==> src/rtl/gravity_div_pkg.sv <==
// Shared widths, state encoding and divider step count for the centroid-sum
// handshake between the gravity calculator and the divider responder.
package gravity_div_pkg;

    localparam int SUM_S_WIDTH  = 20;
    localparam int SUM_SX_WIDTH = 28;
    localparam int SUM_SY_WIDTH = 28;

    // Step counter width; the upstream calculator gives up after 4095 cycles.
    localparam int CNT_WIDTH = 12;

    typedef enum logic [1:0] {
        ST_IDLE = 2'd0,
        ST_DIV  = 2'd1,
        ST_DONE = 2'd2
    } state_e;

    function automatic int div_steps(input int sx_w, input int sy_w, input int frac_bits);
        return ((sx_w > sy_w) ? sx_w : sy_w) + frac_bits;
    endfunction

endpackage

==> src/rtl/gravity_div_unit.sv <==
// Serial restoring divider: one quotient bit per step, MSB first.
// quot_o already includes the bit produced by the current step.
module gravity_div_unit #(
    parameter int DVD_W = 32,
    parameter int DVS_W = 20
) (
    input  logic             CCLK,
    input  logic             RST_N,
    input  logic             load_i,
    input  logic             step_i,
    input  logic [DVD_W-1:0] dividend_i,
    input  logic [DVS_W-1:0] divisor_i,
    output logic [DVD_W-1:0] quot_o,
    output logic [DVS_W:0]   rem_o
);

    logic [DVD_W-1:0] dvd_q, dvd_d;
    logic [DVD_W-1:0] quo_q, quo_d;
    logic [DVS_W-1:0] dvs_q, dvs_d;
    logic [DVS_W:0]   rem_q, rem_d;
    logic [DVS_W:0]   rem_shift;
    logic [DVD_W-1:0] quo_step;
    logic             fits;

    // NOTE: every variable gets a default at the top of always_comb so no path leaves it unassigned (no latch).
    always_comb begin
        dvd_d     = dvd_q;
        quo_d     = quo_q;
        dvs_d     = dvs_q;
        rem_d     = rem_q;
        // The remainder stays below the divisor, so its top bit is free to shift out.
        rem_shift = {rem_q[DVS_W-1:0], dvd_q[DVD_W-1]};
        fits      = (rem_shift >= {1'b0, dvs_q});
        quo_step  = {quo_q[DVD_W-2:0], fits};

        if (load_i) begin
            dvd_d = dividend_i;
            dvs_d = divisor_i;
            rem_d = '0;
            quo_d = '0;
        end else if (step_i) begin
            dvd_d = dvd_q << 1;
            rem_d = fits ? (rem_shift - {1'b0, dvs_q}) : rem_shift;
            quo_d = quo_step;
        end
    end

    // NOTE: sequential state uses non-blocking assignments only, so every flop samples pre-edge values.
    always_ff @(posedge CCLK or negedge RST_N) begin
        if (!RST_N) begin
            dvd_q <= '0;
            quo_q <= '0;
            dvs_q <= '0;
            rem_q <= '0;
        end else begin
            dvd_q <= dvd_d;
            quo_q <= quo_d;
            dvs_q <= dvs_d;
            rem_q <= rem_d;
        end
    end

    assign quot_o = quo_step;
    assign rem_o  = rem_q;

endmodule

==> src/rtl/gravity_div_responder.sv <==
// Responder end of the centroid-sum handshake: on a start rising edge it divides
// SX/S and SY/S in fixed point, holding BUSY for a fixed DIV_STEPS cycles.
module gravity_div_responder
    import gravity_div_pkg::*;
#(
    parameter int ADDR_WIDTH   = 11,
    parameter int FRAC_BITS    = 4,
    parameter int SUM_S_WIDTH  = gravity_div_pkg::SUM_S_WIDTH,
    parameter int SUM_SX_WIDTH = gravity_div_pkg::SUM_SX_WIDTH,
    parameter int SUM_SY_WIDTH = gravity_div_pkg::SUM_SY_WIDTH
) (
    input  logic                            CCLK,
    input  logic                            RST_N,
    input  logic                            iSTART_TRIG,
    input  logic [SUM_S_WIDTH-1:0]          iSUM_S,
    input  logic [SUM_SX_WIDTH-1:0]         iSUM_SX,
    input  logic [SUM_SY_WIDTH-1:0]         iSUM_SY,
    output logic                            oBUSY,
    output logic                            oVALID,
    output logic [ADDR_WIDTH+FRAC_BITS-1:0] oGRAV_X,
    output logic [ADDR_WIDTH+FRAC_BITS-1:0] oGRAV_Y,
    output logic                            oDIV_ZERO,
    output logic                            oSAT,
    output logic [1:0]                      oSTATE
);

    localparam int DIV_STEPS = div_steps(SUM_SX_WIDTH, SUM_SY_WIDTH, FRAC_BITS);
    localparam int OUT_W     = ADDR_WIDTH + FRAC_BITS;

    state_e                 state_q, state_d;
    logic                   trig_q;
    logic [CNT_WIDTH-1:0]   cnt_q, cnt_d;
    logic                   busy_q, busy_d;
    logic                   valid_q, valid_d;
    logic                   div_zero_q, div_zero_d;
    logic                   sat_q, sat_d;
    logic                   s_zero_q, s_zero_d;
    logic [OUT_W-1:0]       grav_x_q, grav_x_d;
    logic [OUT_W-1:0]       grav_y_q, grav_y_d;
    logic                   rise, div_load, div_step, x_sat, y_sat;
    logic [DIV_STEPS-1:0]   quot_x, quot_y;
    logic [SUM_S_WIDTH:0]   rem_x, rem_y;
    logic                   unused_rem;

    gravity_div_unit #(.DVD_W(DIV_STEPS), .DVS_W(SUM_S_WIDTH)) u_div_x (
        .CCLK       (CCLK),
        .RST_N      (RST_N),
        .load_i     (div_load),
        .step_i     (div_step),
        .dividend_i (DIV_STEPS'({iSUM_SX, FRAC_BITS'(0)})),
        .divisor_i  (iSUM_S),
        .quot_o     (quot_x),
        .rem_o      (rem_x)
    );

    gravity_div_unit #(.DVD_W(DIV_STEPS), .DVS_W(SUM_S_WIDTH)) u_div_y (
        .CCLK       (CCLK),
        .RST_N      (RST_N),
        .load_i     (div_load),
        .step_i     (div_step),
        .dividend_i (DIV_STEPS'({iSUM_SY, FRAC_BITS'(0)})),
        .divisor_i  (iSUM_S),
        .quot_o     (quot_y),
        .rem_o      (rem_y)
    );

    assign unused_rem = ^{rem_x, rem_y};
    assign rise       = iSTART_TRIG & ~trig_q;
    assign x_sat      = |quot_x[DIV_STEPS-1:OUT_W];
    assign y_sat      = |quot_y[DIV_STEPS-1:OUT_W];

    always_comb begin
        state_d    = state_q;
        cnt_d      = cnt_q;
        busy_d     = busy_q;
        valid_d    = 1'b0;
        div_zero_d = div_zero_q;
        sat_d      = sat_q;
        s_zero_d   = s_zero_q;
        grav_x_d   = grav_x_q;
        grav_y_d   = grav_y_q;
        div_load   = 1'b0;
        div_step   = 1'b0;

        case (state_q)
            ST_IDLE: begin
                if (rise) begin
                    div_load = 1'b1;
                    s_zero_d = (iSUM_S == '0);
                    cnt_d    = CNT_WIDTH'(DIV_STEPS - 1);
                    busy_d   = 1'b1;
                    state_d  = ST_DIV;
                end
            end
            ST_DIV: begin
                div_step = 1'b1;
                if (cnt_q == '0) begin
                    // Results are taken from the final step's quotient so VALID lines up with BUSY falling.
                    state_d    = ST_DONE;
                    busy_d     = 1'b0;
                    valid_d    = 1'b1;
                    div_zero_d = s_zero_q;
                    sat_d      = ~s_zero_q & (x_sat | y_sat);
                    grav_x_d   = s_zero_q ? '0 : (x_sat ? '1 : quot_x[OUT_W-1:0]);
                    grav_y_d   = s_zero_q ? '0 : (y_sat ? '1 : quot_y[OUT_W-1:0]);
                end else begin
                    cnt_d = cnt_q - 1'b1;
                end
            end
            ST_DONE: state_d = ST_IDLE;
            default: state_d = ST_IDLE;
        endcase
    end

    always_ff @(posedge CCLK or negedge RST_N) begin
        if (!RST_N) begin
            state_q    <= ST_IDLE;
            trig_q     <= 1'b0;
            cnt_q      <= '0;
            busy_q     <= 1'b0;
            valid_q    <= 1'b0;
            div_zero_q <= 1'b0;
            sat_q      <= 1'b0;
            s_zero_q   <= 1'b0;
            grav_x_q   <= '0;
            grav_y_q   <= '0;
        end else begin
            state_q    <= state_d;
            trig_q     <= iSTART_TRIG;
            cnt_q      <= cnt_d;
            busy_q     <= busy_d;
            valid_q    <= valid_d;
            div_zero_q <= div_zero_d;
            sat_q      <= sat_d;
            s_zero_q   <= s_zero_d;
            grav_x_q   <= grav_x_d;
            grav_y_q   <= grav_y_d;
        end
    end

    assign oBUSY     = busy_q;
    assign oVALID    = valid_q;
    assign oGRAV_X   = grav_x_q;
    assign oGRAV_Y   = grav_y_q;
    assign oDIV_ZERO = div_zero_q;
    assign oSAT      = sat_q;
    assign oSTATE    = state_q;

endmodule

==> config.mk <==
export PLATFORM = sky130hd
export DESIGN_NAME = gravity_div_responder
export DESIGN_NICKNAME = d
export VERILOG_FILES = /design/src/rtl/gravity_div_pkg.sv /design/src/rtl/gravity_div_unit.sv /design/src/rtl/gravity_div_responder.sv
export SDC_FILE = /design/constraint.sdc
export NUM_CORES = 1
export LEC_CHECK = 0
export ABC_AREA = 1
export BUFFER_PORTS_ARGS = -buffer_cell sky130_fd_sc_hd__buf_2
export CAP_MARGIN = 20
export CORE_MARGIN = 2
export CORE_UTILIZATION = 65
export DETAILED_ROUTE_END_ITERATION = 7
export GPL_ROUTABILITY_DRIVEN = 0
export PLACE_DENSITY_LB_ADDON = 0.3
export SLEW_MARGIN = 30
export SYNTH_ARGS = -nofsm -noshare
export SYNTH_HDL_FRONTEND = slang
export SYNTH_SLANG_ARGS = --single-unit
==> constraint.sdc <==
create_clock -name CCLK -period 3.1 [get_ports CCLK]
set_input_delay 0.155 -clock CCLK [delete_from_list [all_inputs] [get_ports CCLK]]
set_output_delay 0.155 -clock CCLK [all_outputs]
set_load 0.005 [all_outputs]
==> results.txt <==
----------------------------------------------------
[Synthesis]
  Area share of the largest cell type after synthesis ... a little under half
  Average cell area after synthesis ... 7.76 µm²
  Number of flip-flops and latches in the synthesized netlist ... between 200 and 250
  Flip-flop cell with the highest count after synthesis ... dfrtp_1
  Most instantiated library cell after synthesis ... nand2_1
  Leading post-synthesis cells by cell area ... dfrtp_1 (45%), nand2_1 (15%), inv_1 (7.9%), ha_1 (4.1%), o221ai_1 (3.6%)
  Seq/Total Area, Yosys ... between 40 and 50%
  Cell area after synthesis ... between 10,000 and 15,000 µm²
  FFs w/ async S/R, synth ... 100%
  Count of different cell masters after synthesis ... 37
  Net count after synthesis ... 1,741
  Post-synth EDFFs ... 0
  Leading cell types by count after synthesis ... nand2_1 (513), inv_1 (264), dfrtp_1 (228)
  Gate count after technology mapping ... around 1,600
  Number of warning messages in the yosys log ... 0
  Biggest area consumer among synthesized cells ... dfrtp_1

[Final layout]
  Fill cell instance count of the final layout ... 1,203
  Multi-input logic area ... roughly 5600 µm²
  Signed area change from the synthesized netlist to the final layout ... 18.6%
  Total number of nets in the final design ... 1,911
  Area occupied by registers ... 5710 µm²
  Final Instance Count excl. Fillers ... slightly above 2,000
  Share of cells above drive strength 1 ... a little under an eighth

[Critical path]
  Kind of capture point of the worst setup path ... flip-flop
  Arrival time worst endpoint ... 3.18 ns
  Max Fanout on Critical Path ... 22
  Category of the worst setup path launch point ... flip-flop
  WS Path Type ... reg -> reg
  Required time worst endpoint ... 3.53 ns

[Power]
  Total power of the final layout ... ~6.1 mW
  Static Leakage ... roughly 7.6 nW
  Peak supply drop ... ~0.39 mV
  Pwr Density ... a little over 400 nW/µm²

[Floorplan]
  Rows ... 50
  Starting density of the core ... between 60% and 70%
  Die span in x ... ~140 µm
  Number of placed I/O pins ... 115
  Area of the core region ... ~19,000 µm²
  Overall die area ... ~20,000 µm²
  Die H ... roughly 140 µm

[CTS]
  Maximum level of the CTS H-tree ... 1
  Worst-path clk slew ... 0.06 ns
  Source-to-sink clock delay at the later pin of the worst-skew pair ... between 0.5 and 0.6 ns
  Root Driver ... clkbuf_16
  Maximum number of buffers from clock root to sink ... 3
  Total setup buffers inserted after CTS ... 0
  Cts bufs inserted ... 24
  CTS tree ... done
  CTS Sinks ... 228

[GRT]
  Largest net degree at the start of global routing ... a little over 100
  Number of antenna violations at the first check in global routing ... 1
  Global route overflow ... 0
  Total Routing Usage GR ... between 30% and 40%
  Vias in the first global route ... 11,900
  Global-route wire length before repair ... 58.8 mm

[Detailed routing]
  Iteration-0 DRC Markers ... roughly 1,200
  Number of search-and-repair iterations in the first detailed-routing pass ... 6
  Detailed-route vias per instance ... about 6
  Detailed Route WL ... 35.9 mm
  Number of DRC violations after detailed routing ... 0
  Via count of the routed design ... 12,000
  Residual antenna-violating net count after detailed routing ... 0
  WL/cell ... between 15 and 20 µm

[Timing]
  Worst clock skew ... around 0.014 ns
  Max-Slew Margin vs Limit ... between 30% and 40%
  Max frequency ... around 0.36 GHz
  Final count of pins violating max slew ... 0
  Final number of hold-violating endpoints ... 0
  Final clock period utilization by the worst path ... between 80 and 90%
  Finish-stage setup viols ... 0
  Slew at the pin closest to its max-slew limit ... 0.936 ns
  Total negative setup slack ... 0 ns
  Setup repair after global routing missed its margin ... false
  Post-layout min period ... 2.75 ns

[Worst hold path]
  Worst Hold Class ... in -> async

[Flow run]
  Max_cap viols ... 0

[Placed design]
  HPWL after detailed placement ... 21.2 mm
  Number of cells in the design after placement ... ~2,000
  Port buffer count ... between 100 and 150

[Outcome]
  Run status ... complete, no violations

----------------------------------------------------
==> power by group <==
part	switching, mW	total (mW)	leakage [nW]	internal (mW)
combinational	0.108	0.216	4.37	0.107
clock	1.21	2.89	0.385	1.68
sequential	0.000164	2.98	2.87	2.98
==> path summary, 6_finish.rpt <==
kind	start	to	slack, ns	depth (start not counted)
setup / recovery	u_div_x.dvs_q[5]$_DFFE_PN0P_	u_div_x.rem_o[17]$_DFFE_PN0P_	0.35	12
hold reg to reg	oGRAV_X[4]$_DFFE_PN0P_	oGRAV_X[4]$_DFFE_PN0P_	0.48	2
setup reg to reg	u_div_x.dvs_q[5]$_DFFE_PN0P_	u_div_x.rem_o[17]$_DFFE_PN0P_	0.35	12
min in group CCLK	iSTART_TRIG	trig_q$_DFF_PN0_	0.34	2
max in group asynchronous	RST_N	u_div_y.quo_q[17]$_DFFE_PN0P_	1.99	3
hold / removal	RST_N	u_div_x.rem_o[3]$_DFFE_PN0P_	0.20	2
==> logic make-up after synthesis <==
logic type / count (synthesis) / synth area share [%]
adder cells (fa/ha/maj): 43 / 4.40
buffers and inverters: 330 / 10.4
flip-flops: 228 / 45.4
AO/OA/AOI/OAI: 224 / 11.5
XOR/XNOR: 19 / 1.33
AND/OR/NAND/NOR: 775 / 27.0
==> cells in the final DEF, fill, tap and decap left out, types with 3 or more instances in the layout <==
cell	count
nand4_1	18
o22ai_1	58
o221ai_1	52
nand2_4	3
dfrtp_1	228
dlygate4sd3_1	78
inv_2	3
nor2_2	8
buf_4	10
inv_1	264
o21a_1	3
nand2_2	11
o21bai_1	3
clkbuf_8	7
nand3b_1	32
clkinv_2	4
nor4_1	9
xor2_1	6
a21oi_1	26
or2_2	5
ha_1	41
nand3_1	81
clkbuf_16	24
xnor2_1	13
nor2_1	54
buf_12	3
buf_2	113
and2_1	3
o21ai_2	9
nor3_1	29
nand2_1	513
nand3_2	3
clkbuf_1	5
o21ai_0	71
==> area by class of cell <==
class	instances	area share, %
inverter	269	6.80
multi-input combinational	1061	37.3
tap	260	2.18
clock buffer	36	4.81
antenna	2	0.0336
timing repair buffer	205	10.0
sequential	228	38.3
clock inverter	7	0.538
==> timing repair <==
action                                 CTS  global route
endpoints found under the hold margin  174             0
hold buffers                            78             0
gates resized for setup                  0             0
==> sequential cells by signal, summed over array words and instances (netlist names), 2 cells and up <==
name           flops
oGRAV_X           15
u_div_y.dvd_q     28
oGRAV_Y           15
oSTATE             2
u_div_x.rem_o     20
u_div_y.rem_o     20
u_div_y.quo_q     31
u_div_x.dvs_q     20
u_div_x.quo_q     31
u_div_x.dvd_q     28
cnt_q             12
==> stage by stage <==
step / hold slack, ns / instance area, µm² / worst slack, ns / utilization [%]
2_1_floorplan: -0.141 / 12600 / 1.22 / -
3_3_place_gp: 0.253 / 13300 / 0.501 / 70.7
3_5_place_dp: 0.257 / 13300 / 0.440 / 70.7
4_1_cts: 0.280 / 14900 / 0.436 / 79.0
5_1_grt: 0.343 / 14900 / 0.217 / 79.1
6_report: 0.202 / 14900 / 0.348 / 79.1
==> per-layer routing <==
| layer | up-vias | routed length (µm) | track usage, % |
|---|---|---|---|
| met4 | 2 | 1570 | 15.0 |
| met3 | 135 | 3010 | 5.80 |
| met1 | 5678 | 14100 | 46.8 |
| met2 | 671 | 17200 | 60.4 |
| li1 | 5563 | - | - |
| met5 | - | 13 | 0 |
==> critical path: stages, from the launching register on <==
cell	delay [ns]
dfrtp_1	0.39
inv_1	0.16
ha_1	0.31
nand2_1	0.18
nor3_1	0.09
nand2_1	0.08
nor2_1	0.05
nor2_2	0.67
nand2_4	0.32
nand2_2	0.21
nand2_1	0.07
nand2_1	0.07
nand2_1	0.05
(Power assumes the default switching activity.)
